==> config.mk <==
export PLATFORM = sky130hd
export DESIGN_NAME = io_alu_sequencer
export DESIGN_NICKNAME = d
export VERILOG_FILES = /design/src/rtl/io_alu_sequencer.sv
export SDC_FILE = /design/constraint.sdc
export NUM_CORES = 1
export LEC_CHECK = 0
export BUFFER_PORTS_ARGS = -buffer_cell sky130_fd_sc_hd__buf_2
export CORE_MARGIN = 2
export CORE_UTILIZATION = 36
export CTS_BUF_LIST = sky130_fd_sc_hd__clkbuf_4
export CTS_CLUSTER_SIZE = 24
export DETAILED_ROUTE_END_ITERATION = 8
export PLACE_DENSITY_LB_ADDON = 0.1
export SETUP_SLACK_MARGIN = 0.05
export SLEW_MARGIN = 20
export SYNTH_ARGS = -nofsm -noshare
export SYNTH_HDL_FRONTEND = slang
export SYNTH_SLANG_ARGS = --single-unit
==> constraint.sdc <==
create_clock -name i_clk -period 1.6 [get_ports i_clk]
set_input_delay 0.32 -clock i_clk [delete_from_list [all_inputs] [get_ports i_clk]]
set_output_delay 0.32 -clock i_clk [all_outputs]
set_load 0.05 [all_outputs]
==> src/rtl/io_alu_sequencer.sv <==
// io_alu_sequencer: hard-wired control sequencer for the CPU datapath.
// Steps the fetch cycle (T0-T2), decodes the opcode in i_ir[31:27] and drives
// one-hot datapath strobes for in, out, add, sub, and, or, nop and halt.
//
// Ports
//   i_clk          system clock, rising edge
//   i_rst_n        asynchronous active-low reset (clear)
//   i_ir           instruction register contents, valid from T3
//   i_stop         pause request, honoured only at an instruction boundary
//   o_pc_out..     datapath, memory, register-select, ALU and I/O strobes
//   o_run          1 while executing T0-T5
//   o_illegal      sticky flag, set when an undefined opcode reaches T3
module io_alu_sequencer (
  input  logic        i_clk,
  input  logic        i_rst_n,
  input  logic [31:0] i_ir,
  input  logic        i_stop,
  output logic        o_pc_out,
  output logic        o_mar_in,
  output logic        o_inc_pc,
  output logic        o_zlow_in,
  output logic        o_zlow_out,
  output logic        o_pc_in,
  output logic        o_read,
  output logic        o_md_read,
  output logic        o_mdr_in,
  output logic        o_mdr_out,
  output logic        o_ir_in,
  output logic        o_gra,
  output logic        o_grb,
  output logic        o_grc,
  output logic        o_r_in,
  output logic        o_r_out,
  output logic        o_ba_out,
  output logic        o_y_in,
  output logic        o_add,
  output logic        o_sub,
  output logic        o_and,
  output logic        o_or,
  output logic        o_in_port_out,
  output logic        o_out_port_in,
  output logic        o_run,
  output logic        o_illegal
);

  localparam int unsigned OpcW = 5;
  localparam logic [OpcW-1:0] OpAdd  = 5'b00011;
  localparam logic [OpcW-1:0] OpSub  = 5'b00100;
  localparam logic [OpcW-1:0] OpAnd  = 5'b00101;
  localparam logic [OpcW-1:0] OpOr   = 5'b00110;
  localparam logic [OpcW-1:0] OpIn   = 5'b10110;
  localparam logic [OpcW-1:0] OpOut  = 5'b10111;
  localparam logic [OpcW-1:0] OpNop  = 5'b11010;
  localparam logic [OpcW-1:0] OpHalt = 5'b11011;

  typedef enum logic [3:0] {
    StIdle, StT0, StT1, StT2, StT3, StT4, StT5, StPause, StHalt
  } state_e;

  state_e          r_state;
  logic            r_illegal;
  logic [OpcW-1:0] w_opc;
  state_e          w_end_state;
  logic            w_unused_ir;

  assign w_opc       = i_ir[31:27];
  assign w_unused_ir = ^i_ir[26:0];
  // Instruction boundary: Stop is sampled on the same edge that leaves the last step.
  assign w_end_state = i_stop ? StPause : StT0;

  always_ff @(posedge i_clk or negedge i_rst_n) begin
    if (!i_rst_n) begin
      r_state   <= StIdle;
      r_illegal <= 1'b0;
    end else begin
      case (r_state)
        StIdle: r_state <= w_end_state;
        StT0:   r_state <= StT1;
        StT1:   r_state <= StT2;
        StT2:   r_state <= StT3;
        StT3: begin
          case (w_opc)
            OpAdd, OpSub, OpAnd, OpOr: r_state <= StT4;
            OpHalt:                    r_state <= StHalt;
            OpIn, OpOut, OpNop:        r_state <= w_end_state;
            default: begin
              // Undefined opcode executes as nop but leaves a sticky flag.
              r_state   <= w_end_state;
              r_illegal <= 1'b1;
            end
          endcase
        end
        StT4:    r_state <= StT5;
        StT5:    r_state <= w_end_state;
        StPause: r_state <= i_stop ? StPause : StT0;
        StHalt:  r_state <= StHalt;
        default: r_state <= StIdle;
      endcase
    end
  end

  // Opcode only reaches the outputs in T3/T4, so IR changes elsewhere cannot glitch them.
  always_comb begin
    o_pc_out      = 1'b0;
    o_mar_in      = 1'b0;
    o_inc_pc      = 1'b0;
    o_zlow_in     = 1'b0;
    o_zlow_out    = 1'b0;
    o_pc_in       = 1'b0;
    o_read        = 1'b0;
    o_md_read     = 1'b0;
    o_mdr_in      = 1'b0;
    o_mdr_out     = 1'b0;
    o_ir_in       = 1'b0;
    o_gra         = 1'b0;
    o_grb         = 1'b0;
    o_grc         = 1'b0;
    o_r_in        = 1'b0;
    o_r_out       = 1'b0;
    o_ba_out      = 1'b0;
    o_y_in        = 1'b0;
    o_add         = 1'b0;
    o_sub         = 1'b0;
    o_and         = 1'b0;
    o_or          = 1'b0;
    o_in_port_out = 1'b0;
    o_out_port_in = 1'b0;
    o_run         = 1'b0;
    case (r_state)
      StT0: begin
        o_run     = 1'b1;
        o_pc_out  = 1'b1;
        o_mar_in  = 1'b1;
        o_inc_pc  = 1'b1;
        o_zlow_in = 1'b1;
      end
      StT1: begin
        o_run      = 1'b1;
        o_zlow_out = 1'b1;
        o_pc_in    = 1'b1;
        o_read     = 1'b1;
        o_md_read  = 1'b1;
        o_mdr_in   = 1'b1;
      end
      StT2: begin
        o_run     = 1'b1;
        o_mdr_out = 1'b1;
        o_ir_in   = 1'b1;
      end
      StT3: begin
        o_run = 1'b1;
        case (w_opc)
          OpIn: begin
            o_gra         = 1'b1;
            o_r_in        = 1'b1;
            o_in_port_out = 1'b1;
          end
          OpOut: begin
            o_gra         = 1'b1;
            o_r_out       = 1'b1;
            o_out_port_in = 1'b1;
          end
          OpAdd, OpSub, OpAnd, OpOr: begin
            o_grb   = 1'b1;
            o_r_out = 1'b1;
            o_y_in  = 1'b1;
          end
          default: ;
        endcase
      end
      StT4: begin
        o_run     = 1'b1;
        o_grc     = 1'b1;
        o_r_out   = 1'b1;
        o_zlow_in = 1'b1;
        o_add     = (w_opc == OpAdd);
        o_sub     = (w_opc == OpSub);
        o_and     = (w_opc == OpAnd);
        o_or      = (w_opc == OpOr);
      end
      StT5: begin
        o_run      = 1'b1;
        o_zlow_out = 1'b1;
        o_gra      = 1'b1;
        o_r_in     = 1'b1;
      end
      default: ;
    endcase
  end

  assign o_illegal = r_illegal;

  // At most one bus driver per cycle.
  a_single_bus_driver : assert property (@(posedge i_clk) disable iff (!i_rst_n)
    $onehot0({o_pc_out, o_zlow_out, o_mdr_out, o_r_out, o_in_port_out}));

endmodule

==> results by group, run 1 <==
Yosys
  – Number of warnings reported in the yosys synthesis log: 0
  – FF+latch count, synth: 5
  – Syn Nets: 111
  – Ys async rst share: 100%
  – Most frequently used flop master after synthesis: dfrtp_1
  – Number of synthesized flops with an enable pin: 0
  – Number of cells produced by synthesis: 76
  – Netlist cell types: 37
  – Portion of synthesized cell area occupied by the leading cell type: 21.1%
  – Area leader, netlist: dfrtp_1
  – Synthesized area per cell: 7.80 um^2
  – Top cells by area, synth: dfrtp_1 21%, buf_4 11%, nor3_1 6.8%
  – Sequential area share after synthesis: 21.1%
  – Cell area after synthesis: 593 um^2

Timing
  – Final-report max-slew violation count: 0
  – Top achievable clock speed: 520 MHz
  – Total count of hold-check failures in the final report: 0
  – RSZ-0062 raised after global routing: yes
  – Setup skew after layout: 0.00394 ns
  – Setup slack after layout: -0.321 ns
  – Tcrit/Tclk final: 120%
  – Smallest hold slack: 0.421 ns
  – Setup-violating endpoint count in the final report: 23
  – Final worst path period need: 1.92 ns
  – Final total negative setup slack: -4.89 ns

Layout
  – Non-filler instance count after layout: 149
  – Post-layout nets: 169
  – Area taken by multi-input logic gates: 562 um^2
  – Filler cells: 67
  – Share of final-layout standard cells stronger than drive strength 1: 69.9%
  – Area growth from synthesis to layout: 132%
  – Sequential cell area: 126 um^2
  – Final std cell area, no fill: 0.00137 mm^2
  – Diodes inserted: 0

CTS
  – Clock latency of the later-clocked register in the worst-skew pair: 0.24 ns
  – H-tree Lvls: 1
  – Clock-pin slew reported for the worst setup and hold paths after clock tree synthesis: 0.05 ns
  – CTS tree: yes
  – Total clock buffers created by CTS: 3
  – Clock Path Buffers: 2
  – Clock sink count: 5
  – Clock root buffer: clkbuf_4

Critical path
  – Slowest cell delay on critical path: 0.42 ns
  – Reg2Reg Setup Slack: 0.02 ns
  – Worst-path cell with the longest stage delay: dfrtp_1
  – Count of buffering cells on the critical path with inverters included: 1
  – Endpoint kind of the worst setup timing path: output port
  – Cell Chain, Critical Path: nor4b_4 > and3_4 > a211o_4 > buf_8
  – CP max FO: 4
  – Type of the setup path with the least slack: register to output port
  – Critical path required time: 1.28 ns
  – Critical path's top delay family: simple AND/OR/NAND/NOR gates
  – Setup crit start kind: register
  – Crit path DAT: 1.60 ns

GRT
  – First-pass GRT wire length: 3460 um
  – Antenna violations before repair: 0
  – Total global routing track utilization: 23.1%
  – Final global-route overflow total: 0
  – Largest net degree at the start of global routing: 13
  – Number of global-route vias before repair: 782

Floorplan
  – Boundary Pins: 61
  – Total Die Area: 0.00199 mm^2
  – Die Span Y: 44.6 um
  – Core area: 0.00152 mm^2
  – Die extent in x: 44.6 um
  – Initial Util: 38.9%
  – Placement row count: 14

Power
  – Cell leakage power: 0.000637 uW
  – PD cells: 1990 mW/mm^2
  – Final Total Pwr: 2730 uW
  – Max VDD drop: 2.06 mV

Drt
  – Length of the first detailed-routing pass in iterations: 4
  – Count of vias placed by the detailed router: 814
  – Drt wl/cell: 16.0 um
  – Total DRC errors in the routed layout: 0
  – Wirelength, routed: 2390 um
  – Final antenna-violating net count: 0
  – Number of DRC violations after detailed-routing iteration 0: 16
  – Per-cell via count in the routed design: 5.46

Outcome
  – Run status: complete, but fails checks
  – Violated checks: setup timing

Place
  – Final weighted congestion in routability-driven placement: 0.840
  – Total placed cells including tap cells: 135
  – Post-Place Cell Area: 990 um^2
  – IO Port Bufs: 32
  – Post-detail-place hpwl: 1340 um

Run
  – Max-cap check violation count: 0

Hold path
  – Worst min-delay path category: primary input to async pin
-- through the flow --
stage / utilization, % / setup slack, ns
2_1_floorplan: - / -0.282
3_3_place_gp: 64.9 / -0.111
3_5_place_dp: 64.9 / -0.121
4_1_cts: 86.9 / -0.289
5_1_grt: 90.1 / -0.370
6_report: 90.1 / -0.321
-- power by group --
| part | total [uW] | internal, uW | switching, uW |
|---|---|---|---|
| Sequential | 235 | 178 | 57.0 |
| Combinational | 2330 | 972 | 1360 |
| Clock | 160 | 111 | 49.0 |
-- cells by family (layout without fill, tap and decap cells) --
group,after synthesis,in the layout,share of synthesized area [%]
AOI/OAI and AO/OA,15,15,19.0
xor gates and xnor gates,2,2,2.95
buffers and inverters,14,71,15.0
DFF,5,5,21.1
other,1,1,0.632
and+or+nand+nor,39,39,41.3
-- cell usage in the layout (no fill, tap or decap), types with 2 or more instances in the layout --
cell type | Yosys | final
a21oi_1 | 2 | 2
and3_4 | 0 | 3
buf_12 | 0 | 3
buf_2 | 2 | 8
buf_4 | 9 | 26
buf_6 | 0 | 22
buf_8 | 0 | 5
clkbuf_4 | 0 | 4
dfrtp_1 | 5 | 4
nand2_1 | 5 | 5
nand2b_4 | 0 | 3
nand3b_1 | 2 | 2
nor2_1 | 4 | 2
nor2_4 | 0 | 2
nor2b_1 | 2 | 2
nor3_4 | 0 | 7
o211ai_1 | 2 | 2
-- cell usage after synthesis, types with 2 or more instances --
cell and number:
nor2b_1 2, nand3b_1 2, buf_2 2, inv_1 2, a21oi_1 2, nand2b_1 4
nor2_1 4, buf_4 9, dfrtp_1 5, o211ai_1 2, nand2_1 5, and3_1 4
a211oi_1 2, nor3_1 8
-- flip-flops by register name, summed over array words and instances (netlist names) --
| register | count |
|---|---|
| r_state | 4 |
| o_illegal | 1 |
-- area by class of cell --
class | instances | area share (%)
repair buffers | 65 | 45.7
inverters | 2 | 0.546
well taps | 16 | 1.46
flip-flops and latches | 5 | 9.20
multi-input cells | 57 | 40.9
clock buffers | 4 | 2.19
-- per-layer routing --
layer	vias up	global-route usage, %	share of wire (%)
met5	-	0	0
met4	0	3.64	3.6
met3	8	0	2.8
met2	28	43.2	54
met1	394	29.9	39
li1	384	-	-
-- repair_timing --
action                                  4_1_cts  5_1_grt
buffers inserted                              7        5
endpoints found under the setup margin       24       25
hold buffers                                  1        0
endpoints found under the hold margin         5        0
pin swaps                                     6        6
gates resized for setup                      69        8
-- final timing paths --
kind / startpoint / cells past startpoint / to
worst min-delay path: i_rst_n / 2 / r_state[2]
max in group asynchronous: i_rst_n / 2 / r_state[3]
worst max-delay path: r_state[1] / 4 / o_r_out
min in group i_clk: i_stop / 3 / r_state[2]
worst max register to register: r_state[1] / 5 / r_state[1]
worst min register to register: o_illegal / 1 / o_illegal
No activity file was read; power rests on OpenSTA's default activity.
==> run 2: changes to the inputs <==
CELL_PAD_IN_SITES_DETAIL_PLACEMENT = 1   (was unset)
CELL_PAD_IN_SITES_GLOBAL_PLACEMENT = 1   (was unset)
CORE_UTILIZATION = 23   (was 36)
SETUP_SLACK_MARGIN = unset   (was 0.05)
==> run 2 against run 1 <==
Effect of this change: the flow still finishes with violations (setup timing); critical endpoint unchanged; combinational power rose by 7%; clock-buffer cell count did not move; via count rose by 2.1%.
==> results by group, run 2 (synthesized netlist as in run 1, its figures left out) <==
Floorplan
  – Die extent in x: 54.8 um (was 44.6 um)
  – Initial Util: 24.2% (was 38.9%)
  – Boundary Pins: 61 (unchanged)
  – Placement row count: 18 (was 14)
  – Die Span Y: 54.8 um (was 44.6 um)
  – Core area: 0.00245 mm^2 (was 0.00152 mm^2)
  – Total Die Area: 0.00300 mm^2 (was 0.00199 mm^2)

Layout
  – Most flop-heavy register: r_state (unchanged)
  – Largest register FFs: 4 (unchanged)
  – Post-layout nets: 177 (was 169)
  – Diodes inserted: 0 (unchanged)
  – Most common cell after layout, fill and taps aside: buf_4 (unchanged)
  – Area growth from synthesis to layout: 153% (was 132%)
  – Final core area utilization: 61.1% (was 90.1%)
  – Final std cell area, no fill: 0.00150 mm^2 (was 0.00137 mm^2)
  – Non-filler instance count after layout: 171 (was 149)
  – Commonest cells after routing, fill and taps aside: 29 x buf_4, 19 x buf_6, 14 x buf_8, 8 x buf_2, 7 x nor3_4 (was 26 x buf_4, 22 x buf_6, 8 x buf_2, 7 x nor3_4)
  – Share of final-layout standard cells stronger than drive strength 1: 72.3% (was 69.9%)

Drt
  – Length of the first detailed-routing pass in iterations: 2 (was 4)
  – Total DRC errors in the routed layout: 0 (unchanged)
  – Count of vias placed by the detailed router: 831 (was 814)
  – Per-cell via count in the routed design: 4.86 (was 5.46)
  – Wirelength, routed: 2470 um (was 2390 um)
  – Number of DRC violations after detailed-routing iteration 0: 10 (was 16)
  – Drt wl/cell: 14.4 um (was 16.0 um)
  – Final antenna-violating net count: 0 (unchanged)

Critical path
  – Origin of the critical flop-to-flop path: r_state[3] (was r_state[1])
  – Reg2Reg Setup Slack: 0.11 ns (was 0.02 ns)
  – Critical path required time: 1.28 ns (about the same)
  – R2R depth: 5 (unchanged)
  – Setup crit start kind: register (unchanged)
  – FF-to-FF End: r_state[3] (was r_state[1])
  – CP max FO: 4 (unchanged)
  – Crit path DAT: 1.58 ns (was 1.60 ns)
  – Type of the setup path with the least slack: register to output port (unchanged)
  – Endpoint kind of the worst setup timing path: output port (unchanged)

Place
  – Post-detail-place hpwl: 1640 um (was 1340 um)
  – Post-Place Cell Area: 0.00101 mm^2 (was 990 um^2)
  – Total placed cells including tap cells: 149 (was 135)
  – Setup WS pre-CTS: -0.178 ns (was -0.121 ns)
  – Final weighted congestion in routability-driven placement: 0.748 (was 0.840)
  – IO Port Bufs: 32 (unchanged)

Timing
  – Final-report max-slew violation count: 0 (unchanged)
  – Setup slack after layout: -0.299 ns (was -0.321 ns)
  – Final worst path period need: 1.90 ns (was 1.92 ns)
  – Top achievable clock speed: 527 MHz (was 520 MHz)
  – RSZ-0062 raised after global routing: yes (unchanged)
  – Tcrit/Tclk final: 119% (was 120%)
  – Setup-violating endpoint count in the final report: 24 (was 23)
  – Total count of hold-check failures in the final report: 0 (unchanged)
  – Setup skew after layout: 0.00154 ns (was 0.00394 ns)

GRT
  – Total global routing track utilization: 18.1% (was 23.1%)
  – First-pass GRT wire length: 3800 um (was 3460 um)
  – Number of global-route vias before repair: 832 (was 782)
  – Final global-route overflow total: 0 (unchanged)
  – Largest net degree at the start of global routing: 11 (was 13)
  – Antenna violations before repair: 0 (unchanged)

CTS
  – CTS tree: yes (unchanged)
  – Total clock buffers created by CTS: 3 (unchanged)
  – Clock-pin slew reported for the worst setup and hold paths after clock tree synthesis: 0.05 ns (about the same)
  – Clock Path Buffers: 2 (unchanged)
  – H-tree Lvls: 1 (unchanged)
  – Clock sink count: 5 (unchanged)
  – Clock latency of the later-clocked register in the worst-skew pair: 0.25 ns (was 0.24 ns)
  – Clock root buffer: clkbuf_4 (unchanged)

Outcome
  – Run status: complete, but fails checks (unchanged)
  – Violated checks: setup timing (unchanged)

Power
  – Design internal power: 1410 uW (was 1260 uW)
  – Switching portion of total power: 51.8% (was 53.8%)
  – Max VDD drop: 1.67 mV (was 2.06 mV)
  – Clk pwr share: 5.8% (was 5.9%)
  – Switching power: 1510 uW (was 1470 uW)
  – PD cells: 1950 mW/mm^2 (was 1990 mW/mm^2)
  – Relative contribution of sequential cells to total power: 8.6% (about the same)
  – Combinational Power Share: 85.6% (was 85.5%)
  – Cell leakage power: 0.000685 uW (was 0.000637 uW)

Run
  – Max-cap check violation count: 0 (unchanged)

Hold path
  – Worst min-delay path category: primary input to async pin (unchanged)
## run 2: changes by cell type in the layout (fill, tap and decap cells not counted), sizes merged
cell / delta
buf: +8
## run 2: worst max path at each step
stage	cells past startpoint	to	startpoint	slack, ns
after floorplan	3	o_or	r_state[1]	-0.28
after global placement	4	o_r_out	r_state[0]	-0.17
after detailed placement	4	o_r_out	r_state[0]	-0.18
after CTS	4	o_r_out	r_state[1]	-0.28
after global routing	4	o_r_out	r_state[0]	-0.38
final	4	o_r_out	r_state[0]	-0.30
## run 2: final cells by class
class / count / area (um^2)
inverters: 2 / 7.51
multi-input cells: 57 / 564
clock buffers: 4 / 30.0
well taps: 30 / 37.5
flip-flops and latches: 5 / 128
fillers: 263 / 956
repair buffers: 73 / 732
## run 2: worst max-delay path, stage by stage (launching register included)
cell     delay, ns
dfrtp_2       0.44
nor4b_4       0.38
and3_4        0.27
a211o_4       0.10
buf_8         0.13
## run 2: power groups by stage
| stage | clock network [uW] | logic (uW) | registers [uW] |
|---|---|---|---|
| after floorplan | 0 | 1400 | 270 |
| after global placement | 0 | 1700 | 235 |
| after detailed placement | 0 | 1720 | 237 |
| after CTS | 173 | 2120 | 243 |
| after global routing | 187 | 2640 | 261 |
| final | 169 | 2500 | 251 |
## run 2: metal layers
| metal | GRT usage (%) | vias to the layer above | wire [um] |
|---|---|---|---|
| li1 | - | 398 | - |
| met1 | 20.3 | 408 | 969 |
| met2 | 32.7 | 23 | 1380 |
| met3 | 5.19 | 2 | 103 |
| met4 | 5.00 | 0 | 10 |
| met5 | 0 | - | 0 |
## run 2: repair_timing
| action | in CTS | in global routing |
|---|---|---|
| setup buffers | 12 | 9 |
| pin swaps | 11 | 5 |
| cloned | 0 | 0 |
| setup endpoints to repair | 24 | 25 |
| hold endpoints to repair | 5 | 0 |
| resized for setup | 63 | 26 |
| hold buffers | 1 | 0 |
## run 2: per-stage QoR
stage	total power [uW]	TNS, ns	hold slack (ns)
after CTS	2530	-4.58	0.409
after global routing	3090	-5.99	0.427
after floorplan	1670	-2.89	0.0244
final	2920	-4.34	0.415
after global placement	1940	-0.803	0.142
after detailed placement	1960	-0.912	0.142
